<file path="config.mk">
export PLATFORM = sky130hd
export DESIGN_NAME = qspi_cmd_arb
export DESIGN_NICKNAME = d
export VERILOG_FILES = /design/src/rtl/qspi_cmd_arb.sv
export SDC_FILE = /design/constraint.sdc
export NUM_CORES = 1
export LEC_CHECK = 0
export ABC_AREA = 1
export CORE_MARGIN = 3
export CORE_UTILIZATION = 40
export CTS_BUF_LIST = sky130_fd_sc_hd__clkbuf_4 sky130_fd_sc_hd__clkbuf_8
export DETAILED_ROUTE_END_ITERATION = 16
export PLACE_DENSITY = 0.84
export SETUP_SLACK_MARGIN = 0.3
export SLEW_MARGIN = 40
export SYNTH_ARGS = -nofsm -noshare
export SYNTH_HDL_FRONTEND = slang
export SYNTH_SLANG_ARGS = --single-unit
</file>
<file path="constraint.sdc">
create_clock -name clock -period 1.7 [get_ports clock]
set_clock_uncertainty 0.2 [all_clocks]
set_input_delay 0.17 -clock clock [delete_from_list [all_inputs] [get_ports clock]]
set_output_delay 0.17 -clock clock [all_outputs]
set_load 0.02 [all_outputs]
</file>
<file path="src/rtl/qspi_cmd_arb.sv">
// qspi_cmd_arb: N-channel command arbiter/register for the QSPI controller.
// Picks one requester (fixed or round-robin), latches its command, offers it
// to the phase sequencer over valid/ready and holds it until done or timeout.
module qspi_cmd_arb #(
  parameter int NUM_CH    = 2,
  parameter int ADDR_W    = 32,
  parameter int PRIO_MODE = 0,
  parameter int TIMEOUT   = 0
) (
  input  logic                     clock,
  input  logic                     rst_n,
  input  logic [NUM_CH-1:0]        io_req_valid,
  output logic [NUM_CH-1:0]        io_req_ready,
  input  logic [8*NUM_CH-1:0]      io_req_inst,
  input  logic [ADDR_W*NUM_CH-1:0] io_req_addr,
  input  logic [4*NUM_CH-1:0]      io_req_flags,
  input  logic [4*NUM_CH-1:0]      io_req_size,
  input  logic [8*NUM_CH-1:0]      io_req_burstlen,
  input  logic                     io_addr4b,
  output logic                     io_cmd_valid,
  input  logic                     io_cmd_ready,
  input  logic                     io_cmd_done,
  output logic [2:0]               io_cmd_ch,
  output logic [7:0]               io_inst,
  output logic [ADDR_W-1:0]        io_addr,
  output logic                     io_addr_valid,
  output logic                     io_dummy_valid,
  output logic                     io_wr_valid,
  output logic                     io_rd_valid,
  output logic [3:0]               io_inst_size,
  output logic [3:0]               io_addr_size,
  output logic [3:0]               io_dummy_size,
  output logic [3:0]               io_data_size,
  output logic [7:0]               io_data_burstlen,
  output logic                     io_busy,
  output logic                     io_err,
  output logic                     io_timeout
);

  localparam logic [1:0] S_IDLE  = 2'd0;
  localparam logic [1:0] S_ISSUE = 2'd1;
  localparam logic [1:0] S_BUSY  = 2'd2;

  logic [1:0]        r_state;
  logic [2:0]        r_ptr;
  logic [15:0]       r_cnt;
  logic              r_err;
  logic [2:0]        r_ch;
  logic [7:0]        r_inst;
  logic [ADDR_W-1:0] r_addr;
  logic [3:0]        r_flags;
  logic [3:0]        r_asz;
  logic [3:0]        r_size;
  logic [7:0]        r_bl;

  logic [7:0]        w_vld8;
  logic              w_found;
  logic [2:0]        w_gnt;
  logic [3:0]        w_j;
  logic [7:0]        w_inst;
  logic [ADDR_W-1:0] w_addr;
  logic [ADDR_W-1:0] w_addr_m;
  logic [3:0]        w_flags;
  logic [3:0]        w_size;
  logic [7:0]        w_bl;
  logic [3:0]        w_asz;
  logic              w_acc;
  logic              w_illegal;
  logic              w_to;
  logic [2:0]        w_ptr_nxt;

  // Winner search: scan NUM_CH slots starting at 0 (fixed) or at the RR pointer.
  always_comb begin
    w_vld8  = 8'(io_req_valid);
    w_found = 1'b0;
    w_gnt   = '0;
    w_j     = '0;
    for (int k = 0; k < NUM_CH; k++) begin
      if (PRIO_MODE != 0) begin
        w_j = {1'b0, r_ptr} + 4'(k);
        if (w_j >= 4'(NUM_CH)) w_j = w_j - 4'(NUM_CH);
      end else begin
        w_j = 4'(k);
      end
      if (!w_found && w_vld8[w_j[2:0]]) begin
        w_found = 1'b1;
        w_gnt   = w_j[2:0];
      end
    end
  end

  // Select the winner's fields; upper address bits vanish in 3-byte mode.
  always_comb begin
    w_inst  = '0;
    w_addr  = '0;
    w_flags = '0;
    w_size  = '0;
    w_bl    = '0;
    for (int k = 0; k < NUM_CH; k++) begin
      if (w_gnt == 3'(k)) begin
        w_inst  = io_req_inst[8*k +: 8];
        w_addr  = io_req_addr[ADDR_W*k +: ADDR_W];
        w_flags = io_req_flags[4*k +: 4];
        w_size  = io_req_size[4*k +: 4];
        w_bl    = io_req_burstlen[8*k +: 8];
      end
    end
    w_addr_m = w_addr;
    if (!io_addr4b || ADDR_W == 24) begin
      for (int b = 24; b < ADDR_W; b++) w_addr_m[b] = 1'b0;
    end
    w_asz = (ADDR_W == 32 && io_addr4b) ? 4'b0100 : 4'b0011;
  end

  // Ready is one-hot to the winner and only offered in IDLE (and out of reset).
  always_comb begin
    io_req_ready = '0;
    for (int k = 0; k < NUM_CH; k++)
      io_req_ready[k] = rst_n && (r_state == S_IDLE) && w_found && (w_gnt == 3'(k));
  end

  assign w_acc     = (r_state == S_IDLE) && w_found;
  assign w_illegal = w_flags[1] & w_flags[0];
  assign w_ptr_nxt = (w_gnt == 3'(NUM_CH-1)) ? 3'd0 : w_gnt + 3'd1;
  // Expiry on the TIMEOUT-th BUSY cycle; a simultaneous done takes priority.
  assign w_to      = (TIMEOUT > 0) && (r_state == S_BUSY) && !io_cmd_done &&
                     (r_cnt == 16'(TIMEOUT-1));

  // Main FSM: accept/latch in IDLE, handshake in ISSUE, wait for done in BUSY.
  always_ff @(posedge clock or negedge rst_n) begin
    if (!rst_n) begin
      r_state <= S_IDLE;
      r_ptr   <= '0;
      r_cnt   <= '0;
      r_err   <= 1'b0;
      r_ch    <= '0;
      r_inst  <= '0;
      r_addr  <= '0;
      r_flags <= '0;
      r_asz   <= '0;
      r_size  <= '0;
      r_bl    <= '0;
    end else begin
      r_err <= 1'b0;
      case (r_state)
        S_IDLE: if (w_acc) begin
          if (PRIO_MODE != 0) r_ptr <= w_ptr_nxt;
          if (w_illegal) begin
            // write+read together is meaningless: consume and flag, keep old command
            r_err <= 1'b1;
          end else begin
            r_ch    <= w_gnt;
            r_inst  <= w_inst;
            r_addr  <= w_addr_m;
            r_flags <= w_flags;
            r_asz   <= w_asz;
            r_size  <= w_size;
            r_bl    <= w_bl;
            r_state <= S_ISSUE;
          end
        end
        S_ISSUE: if (io_cmd_ready) begin
          r_state <= S_BUSY;
          r_cnt   <= '0;
        end
        S_BUSY: begin
          if (io_cmd_done || w_to) r_state <= S_IDLE;
          else                     r_cnt   <= r_cnt + 16'd1;
        end
        default: r_state <= S_IDLE;
      endcase
    end
  end

  assign io_cmd_valid     = (r_state == S_ISSUE);
  assign io_busy          = (r_state != S_IDLE);
  assign io_err           = r_err;
  assign io_timeout       = w_to;
  assign io_cmd_ch        = r_ch;
  assign io_inst          = r_inst;
  assign io_addr          = r_addr;
  assign {io_addr_valid, io_dummy_valid, io_wr_valid, io_rd_valid} = r_flags;
  assign io_addr_size     = r_asz;
  assign io_data_size     = r_size;
  assign io_data_burstlen = r_bl;
  // Fixed sizes still read as zero while reset is held, like every other output.
  assign io_inst_size     = rst_n ? 4'b0001 : 4'b0000;
  assign io_dummy_size    = rst_n ? 4'b0011 : 4'b0000;

endmodule
</file>
==> results of run 1 <==
==> cell type report <==
class | count | area (sq um)
inverter | 9 | 33.78
multi-input combinational | 368 | 1874
sequential | 62 | 1551
tap | 105 | 131.4
clock inverter | 1 | 5.005
fill | 605 | 1952
timing repair buffer | 245 | 2537
clock buffer | 13 | 172.7
==> kinds of logic (layout without fill, tap and decap cells) <==
group / count (synthesis) / after routing / share of synthesized area [%]
DFF: 62 / 62 / 45.29
buffers and inverters: 52 / 268 / 10.15
AOI/OAI and AO/OA: 12 / 12 / 1.972
and+or+nand+nor: 345 / 347 / 42.48
other: 1 / 9 / 0.1095
==> critical path, stage by stage (launching register included) <==
cell and delay [ns]:
dfrtp_1 0.39, inv_2 0.08, nand2_4 0.07, nor2_8 0.15, buf_12 0.11, buf_12 0.13, buf_12 0.12, buf_12 0.11
buf_16 0.12, nand3_2 0.07, nand2_1 0.06
==> per-stage QoR <==
step	instances	instance area [sq um]	utilization (%)	setup slack, ns
after global placement	751	5363	64.94	-0.4249
after detailed placement	751	5363	64.94	-0.4699
after global routing	803	6306	76.36	-0.04844
after CTS	797	6251	75.70	0.05965
after floorplan	480	3478	-	0.1592
final	803	6306	76.36	0.008897
==> state kept, by name (all words and copies together), names as in the netlist <==
| name | cells |
|---|---|
| io_data_burstlen | 8 |
| r_flags | 4 |
| io_data_size | 4 |
| io_inst | 8 |
| io_addr | 32 |
| io_addr_size | 2 |
| io_err | 1 |
| io_cmd_ch | 1 |
| r_state | 2 |
==> layout by cell type, fill, tap and decap left out, types with 2 or more instances in the layout <==
master,instances
a21boi_1,2
a21oi_1,8
buf_12,10
buf_16,10
buf_2,4
buf_4,27
buf_6,10
buf_8,2
clkbuf_16,3
clkbuf_2,35
clkbuf_8,12
clkdlybuf4s15_1,14
clkdlybuf4s15_2,9
clkdlybuf4s50_1,115
conb_1,9
dfrtp_1,62
dlygate4sd2_1,5
inv_1,3
inv_2,5
nand2_1,227
nand2_2,23
nand2_4,11
nand3_1,52
nand3_2,24
nand3_4,4
nor2_4,3
==> routing by layer <==
layer	routed length, microns	track usage, %	up-vias	share of wire, %
li1	-	-	1920	-
met1	4693	30.14	1871	37
met2	6715	46.85	170	53
met3	1034	5.874	17	8.2
met4	211	7.668	0	1.7
met5	0	0	-	0
==> repair_timing <==
| action | 4_1_cts | 5_1_grt |
|---|---|---|
| resized for setup | 214 | 85 |
| setup endpoints to repair | 129 | 104 |
| pin swaps | 26 | 22 |
| gates cloned | 12 | 3 |
| buffers inserted | 19 | 3 |
| hold buffers | 1 | 0 |
| hold endpoints to repair | 62 | 0 |
==> worst max-delay path by stage <==
stage / slack [ns] / to / depth (start not counted) / start
2_1_floorplan: 0.16 / io_req_ready[0] / 7 / r_state[1]$_DFFE_PN0P_
6_report: 0.009 / io_addr[3]$_DFFE_PN0P_ / 10 / r_state[1]$_DFFE_PN0P_
3_5_place_dp: -0.47 / io_req_ready[1] / 6 / io_req_valid[1]
3_3_place_gp: -0.42 / io_req_ready[1] / 6 / io_req_valid[1]
5_1_grt: -0.05 / io_inst[5]$_DFFE_PN0P_ / 10 / r_state[1]$_DFFE_PN0P_
4_1_cts: 0.06 / io_addr_size[1]$_DFFE_PN0P_ / 10 / r_state[0]$_DFFE_PN0P_
==> report_power, final <==
group	internal, mW	leakage, nW	switching (mW)
clock network	0.647	0.0948	0.525
logic	3.04	2.36	3.18
registers	2.16	0.780	0.465
==> flow_summary.yaml, run 1 <==
clocking:
  cts_tree: "built"
  path_clk_slew_ns: 0.06
  root_buffer: "clkbuf_8"
  clock_latency_ns: 0.32
  cts_sinks: 62
  cts_buffer_depth: 2
  cts_max_level: 3
  cts_made_buffers: 9
logic_synthesis:
  yosysSeqAreaShare_pct: 45.29
  syn_inst: 472
  yosys.area.top_type: "dfrtp_1"
  yosys_warnings: 0
  synth_top_area_share_pct: 45.29
  synthArstFlopShare_pct: 100.0
  synthFlopType: "dfrtp_1"
  synth_area_leaders: "dfrtp_1, nand2_1, nand3_1, buf_4, buf_6"
  synth_edf_count: 0
  ys_seq_elements: 62
  synth_common_cells: "nand2_1, nand3_1, dfrtp_1"
  yosysMostFrequentCell: "nand2_1"
  yosysUniqueCellTypes: 21
  syn_area_per_cell_sq_um: 7.258
  syn-cell-area_sq_um: 3426
sta:
  setup-violations-final: 0
  fin_setup_tns_ns: 0
  fin_crit_sh_pct: 99.48
  hold_violations: 0
  slew_violations: 0
  max_freq_ghz: 0.5913
  hold_slack_ns: 0.1186
  fin_crit_ns: 1.691
  rsz0062_at_grt: "true"
detailed_routing:
  antenna_left: 0
  wire_per_inst_microns: 15.76
  wirelength_microns: 12650
  vias_per_cell: 4.954
  dr.first_iter.drc_count: 132
  drt_first_pass_iters: 4
  vias: 3978
  drcViolationCount: 0
critical_path:
  crit_type: "flop to flop"
  startpoint_type: "flop"
  regToRegStartpoint: "r_state[1]$_DFFE_PN0P_"
  end_kind: "flop"
  r2r-end: "io_addr[3]$_DFFE_PN0P_"
  critPathRequiredTime_ns: 1.76
  cp.arrival_ns: 1.75
  reg2regPathDepth: 10
  reg2reg_slack_ns: 0.009
  crit_fanout: 6
hold_path:
  hold_depth: 3
  min_from: "io_req_valid[1]"
  hold_path_class: "primary input to flop"
  min_to: "io_err$_DFF_PN0_"
global_route:
  grt_pass1_wl_microns: 20060
  antenna_found_initial: 0
  grt_max_degree: 36
  grt.overflow.total: 0
  grt_pass1_vias: 3984
  grt_usage_pct: 25.75
placed_design:
  hpwl_microns: 7942
  portBuffers: 186
  gp_congestion: 0.8026
floorplanning:
  die_h_microns: 98.55
  die_x_microns: 98.55
  start_util_pct: 41.48
  std_cell_rows: 33
  ioPinCount: 196
  dieArea_sq_um: 9711
  core_area_sq_um: 8258
power_and_ir_drop:
  vdd_ir_drop_max_mv: 0.8326
  total_power_mw: 10.02
  p_per_area_nw_per_um2: 1589
  p_leak_nw: 3.234
status:
  status: "complete, no violations"
layout:
  antennaDiodeCount: 0
  drive_gt1_share_pct: 28.22
  nNetsFinal: 814
  syn2layout_area_growth_pct: 84.08
flow_run:
  drv_cap: 0
Note: power is estimated with default switching activity, not from simulation.
==> inputs of run 2 (changes only) <==
--- a/config.mk
+++ b/config.mk
@@ -6,11 +6,13 @@
 export NUM_CORES = 1
 export LEC_CHECK = 0
 export ABC_AREA = 1
+export CELL_PAD_IN_SITES_DETAIL_PLACEMENT = 1
+export CELL_PAD_IN_SITES_GLOBAL_PLACEMENT = 2
 export CORE_MARGIN = 3
-export CORE_UTILIZATION = 40
+export CORE_UTILIZATION = 20
 export CTS_BUF_LIST = sky130_fd_sc_hd__clkbuf_4 sky130_fd_sc_hd__clkbuf_8
 export DETAILED_ROUTE_END_ITERATION = 16
-export PLACE_DENSITY = 0.84
+export PLACE_DENSITY_LB_ADDON = 0.1
 export SETUP_SLACK_MARGIN = 0.3
 export SLEW_MARGIN = 40
 export SYNTH_ARGS = -nofsm -noshare
==> run 2 against run 1 <==
  * Sequential share of layout area grew 0.37 points
  * Worst setup slack better by 0.020 ns
  * Routed wire length up 15%
  * Global-route usage down 10 points
  * Critical endpoint is now io_addr[20]$_DFFE_PN0P_
  * Hold slack gained 0.023 ns
  * Largest power group unchanged
==> flow_summary.yaml, run 2 (same netlist as run 1, synthesis figures left out) <==
global_route:
  grt_max_degree: 42
  grt_use_met1_pct: 17.86
  grt_usage_pct: 15.28
  grt_pass1_wl_microns: 21910
  antenna_found_initial: 0
  busiest_layer: "met2"
  grt_use_met2_pct: 26.10
  grt_pass1_vias: 4080
  grtUsageMet3_pct: 5.551
  grt.overflow.total: 0
floorplanning:
  ioPinCount: 196
  core_area_sq_um: 16700
  dieArea_sq_um: 18730
  die_h_microns: 136.9
  start_util_pct: 20.51
  std_cell_rows: 47
  die_x_microns: 136.9
clocking:
  cts_max_level: 3
  cts_sinks: 62
  path_clk_slew_ns: 0.07
  cts_tree: "built"
  root_buffer: "clkbuf_8"
  clock_latency_ns: 0.35
  cts_made_buffers: 9
  cts_buffer_depth: 2
critical_path:
  cp.arrival_ns: 1.71
  critPathMaxStageDelay_ns: 0.40
  startpoint_type: "flop"
  cp-endpoint: "io_addr[20]$_DFFE_PN0P_"
  r2r-end: "io_addr[20]$_DFFE_PN0P_"
  critPathLaunch: "r_state[1]$_DFFE_PN0P_"
  reg2regPathDepth: 9
  slowest_stage: "dfrtp_1"
  crit_chain: "inv_2 -> nand2_4 -> nor2_8 -> buf_6 -> buf_12 -> nand2_8 -> buf_16 -> nand2_2 -> nand2_1"
  regToRegStartpoint: "r_state[1]$_DFFE_PN0P_"
  end_kind: "flop"
  crit_type: "flop to flop"
  reg2reg_slack_ns: 0.03
  crit_fanout: 13
  path_depth: 9
  critPathRequiredTime_ns: 1.74
  cp_top_family: "buffers and inverters"
  cp_num_buf_inv: 4
detailed_routing:
  drt_first_pass_iters: 4
  vias_per_cell: 4.195
  dr.first_iter.drc_count: 114
  vias: 3834
  drcViolationCount: 0
  antenna_left: 0
  wire_per_inst_microns: 15.94
  wirelength_microns: 14570
power_and_ir_drop:
  vdd_ir_drop_max_mv: 0.3972
  p_per_area_nw_per_um2: 1517
  p_leak_nw: 3.183
  total_power_mw: 9.426
placed_design:
  hpwl_microns: 10070
  post_dp_cell_area_sq_um: 5552
  gp_congestion: 0.7036
  portBuffers: 186
layout:
  final_cell_area_sq_um: 6212
  nFillCells: 1987
  final_common_cell: "nand2_1"
  syn2layout_area_growth_pct: 81.34
  drive_gt1_share_pct: 33.72
  largest_reg_flops: 32
  antennaDiodeCount: 0
  nNetsFinal: 810
  final_cell_mix: "nand2_1, clkdlybuf4s50_1, nand3_1, dfrtp_1, buf_2"
sta:
  slew_violations: 0
  setup-violations-final: 0
  relSlewSlack_pct: 62.99
  fin_crit_ns: 1.671
  rsz0062_at_grt: "true"
  max_freq_ghz: 0.5983
  hold_violations: 0
  tightest_slew_ns: 0.5552
  fin_crit_sh_pct: 98.31
hold_path:
  hold_path_class: "primary input to async pin"
flow_run:
  drv_cap: 0
status:
  status: "complete, no violations"
[run 2: changes by cell type in the layout (fill, tap and decap cells not counted), sizes merged]
cell           before  now
clkdlybuf4s15      23    3
dlygate4sd3         1    3
clkbuf             51   15
buf                63  113
[run 2: report_power, final]
group          total, mW  internal, mW  switching [mW]
Sequential          2.70          2.16           0.537
Clock               1.22         0.647           0.572
Combinational       5.51          2.41            3.09
[run 2: layer usage]
| metal | share of wire, % | up-vias |
|---|---|---|
| met3 | 8.2 | 12 |
| met4 | 1.3 | 0 |
| li1 | - | 1907 |
| met5 | 0 | - |
| met2 | 49 | 123 |
| met1 | 41 | 1792 |
[run 2: what timing repair did]
item,in CTS,in global routing
pin swaps,34,23
hold endpoints to repair,62,16
gates cloned,5,3
endpoints found under the setup margin,129,93
gates resized for setup,328,72
hold buffers,3,1
buffers inserted,13,5
[run 2: final cells by class]
type | count | area [sq um] | share of cell area (%)
Multi-Input combinational cell | 368 | 1974 | 31.78
Clock buffer | 13 | 172.7 | 2.779
Tap cell | 220 | 275.3 | 4.431
Inverter | 9 | 33.78 | 0.5438
Clock inverter | 1 | 5.005 | 0.08056
Sequential cell | 62 | 1551 | 24.97
Timing Repair Buffer | 241 | 2200 | 35.41
[run 2: through the flow]
step,utilization (%),setup TNS [ns],setup WS [ns],instances,hold WS (ns)
4_1_cts,36.69,0,0.006225,905,0.1317
2_1_floorplan,-,0,0.1592,480,-0.3256
6_report,37.20,0,0.02869,914,0.1412
3_5_place_dp,33.24,-27.85,-0.5066,870,-0.1718
5_1_grt,37.20,-1.303,-0.04898,914,0.1542
3_3_place_gp,33.24,-25.47,-0.4371,870,-0.1727
[run 2: how the worst min path moves through the flow]
| stage | from | endpoint | slack (ns) |
|---|---|---|---|
| 3_3_place_gp | rst_n | io_addr[29]$_DFFE_PN0P_ | -0.17 |
| 5_1_grt | rst_n | io_addr[30]$_DFFE_PN0P_ | 0.15 |
| 3_5_place_dp | rst_n | io_addr[29]$_DFFE_PN0P_ | -0.17 |
| 6_report | rst_n | io_addr[30]$_DFFE_PN0P_ | 0.14 |
| 2_1_floorplan | rst_n | io_addr[0]$_DFFE_PN0P_ | -0.33 |
| 4_1_cts | rst_n | io_addr[25]$_DFFE_PN0P_ | 0.13 |
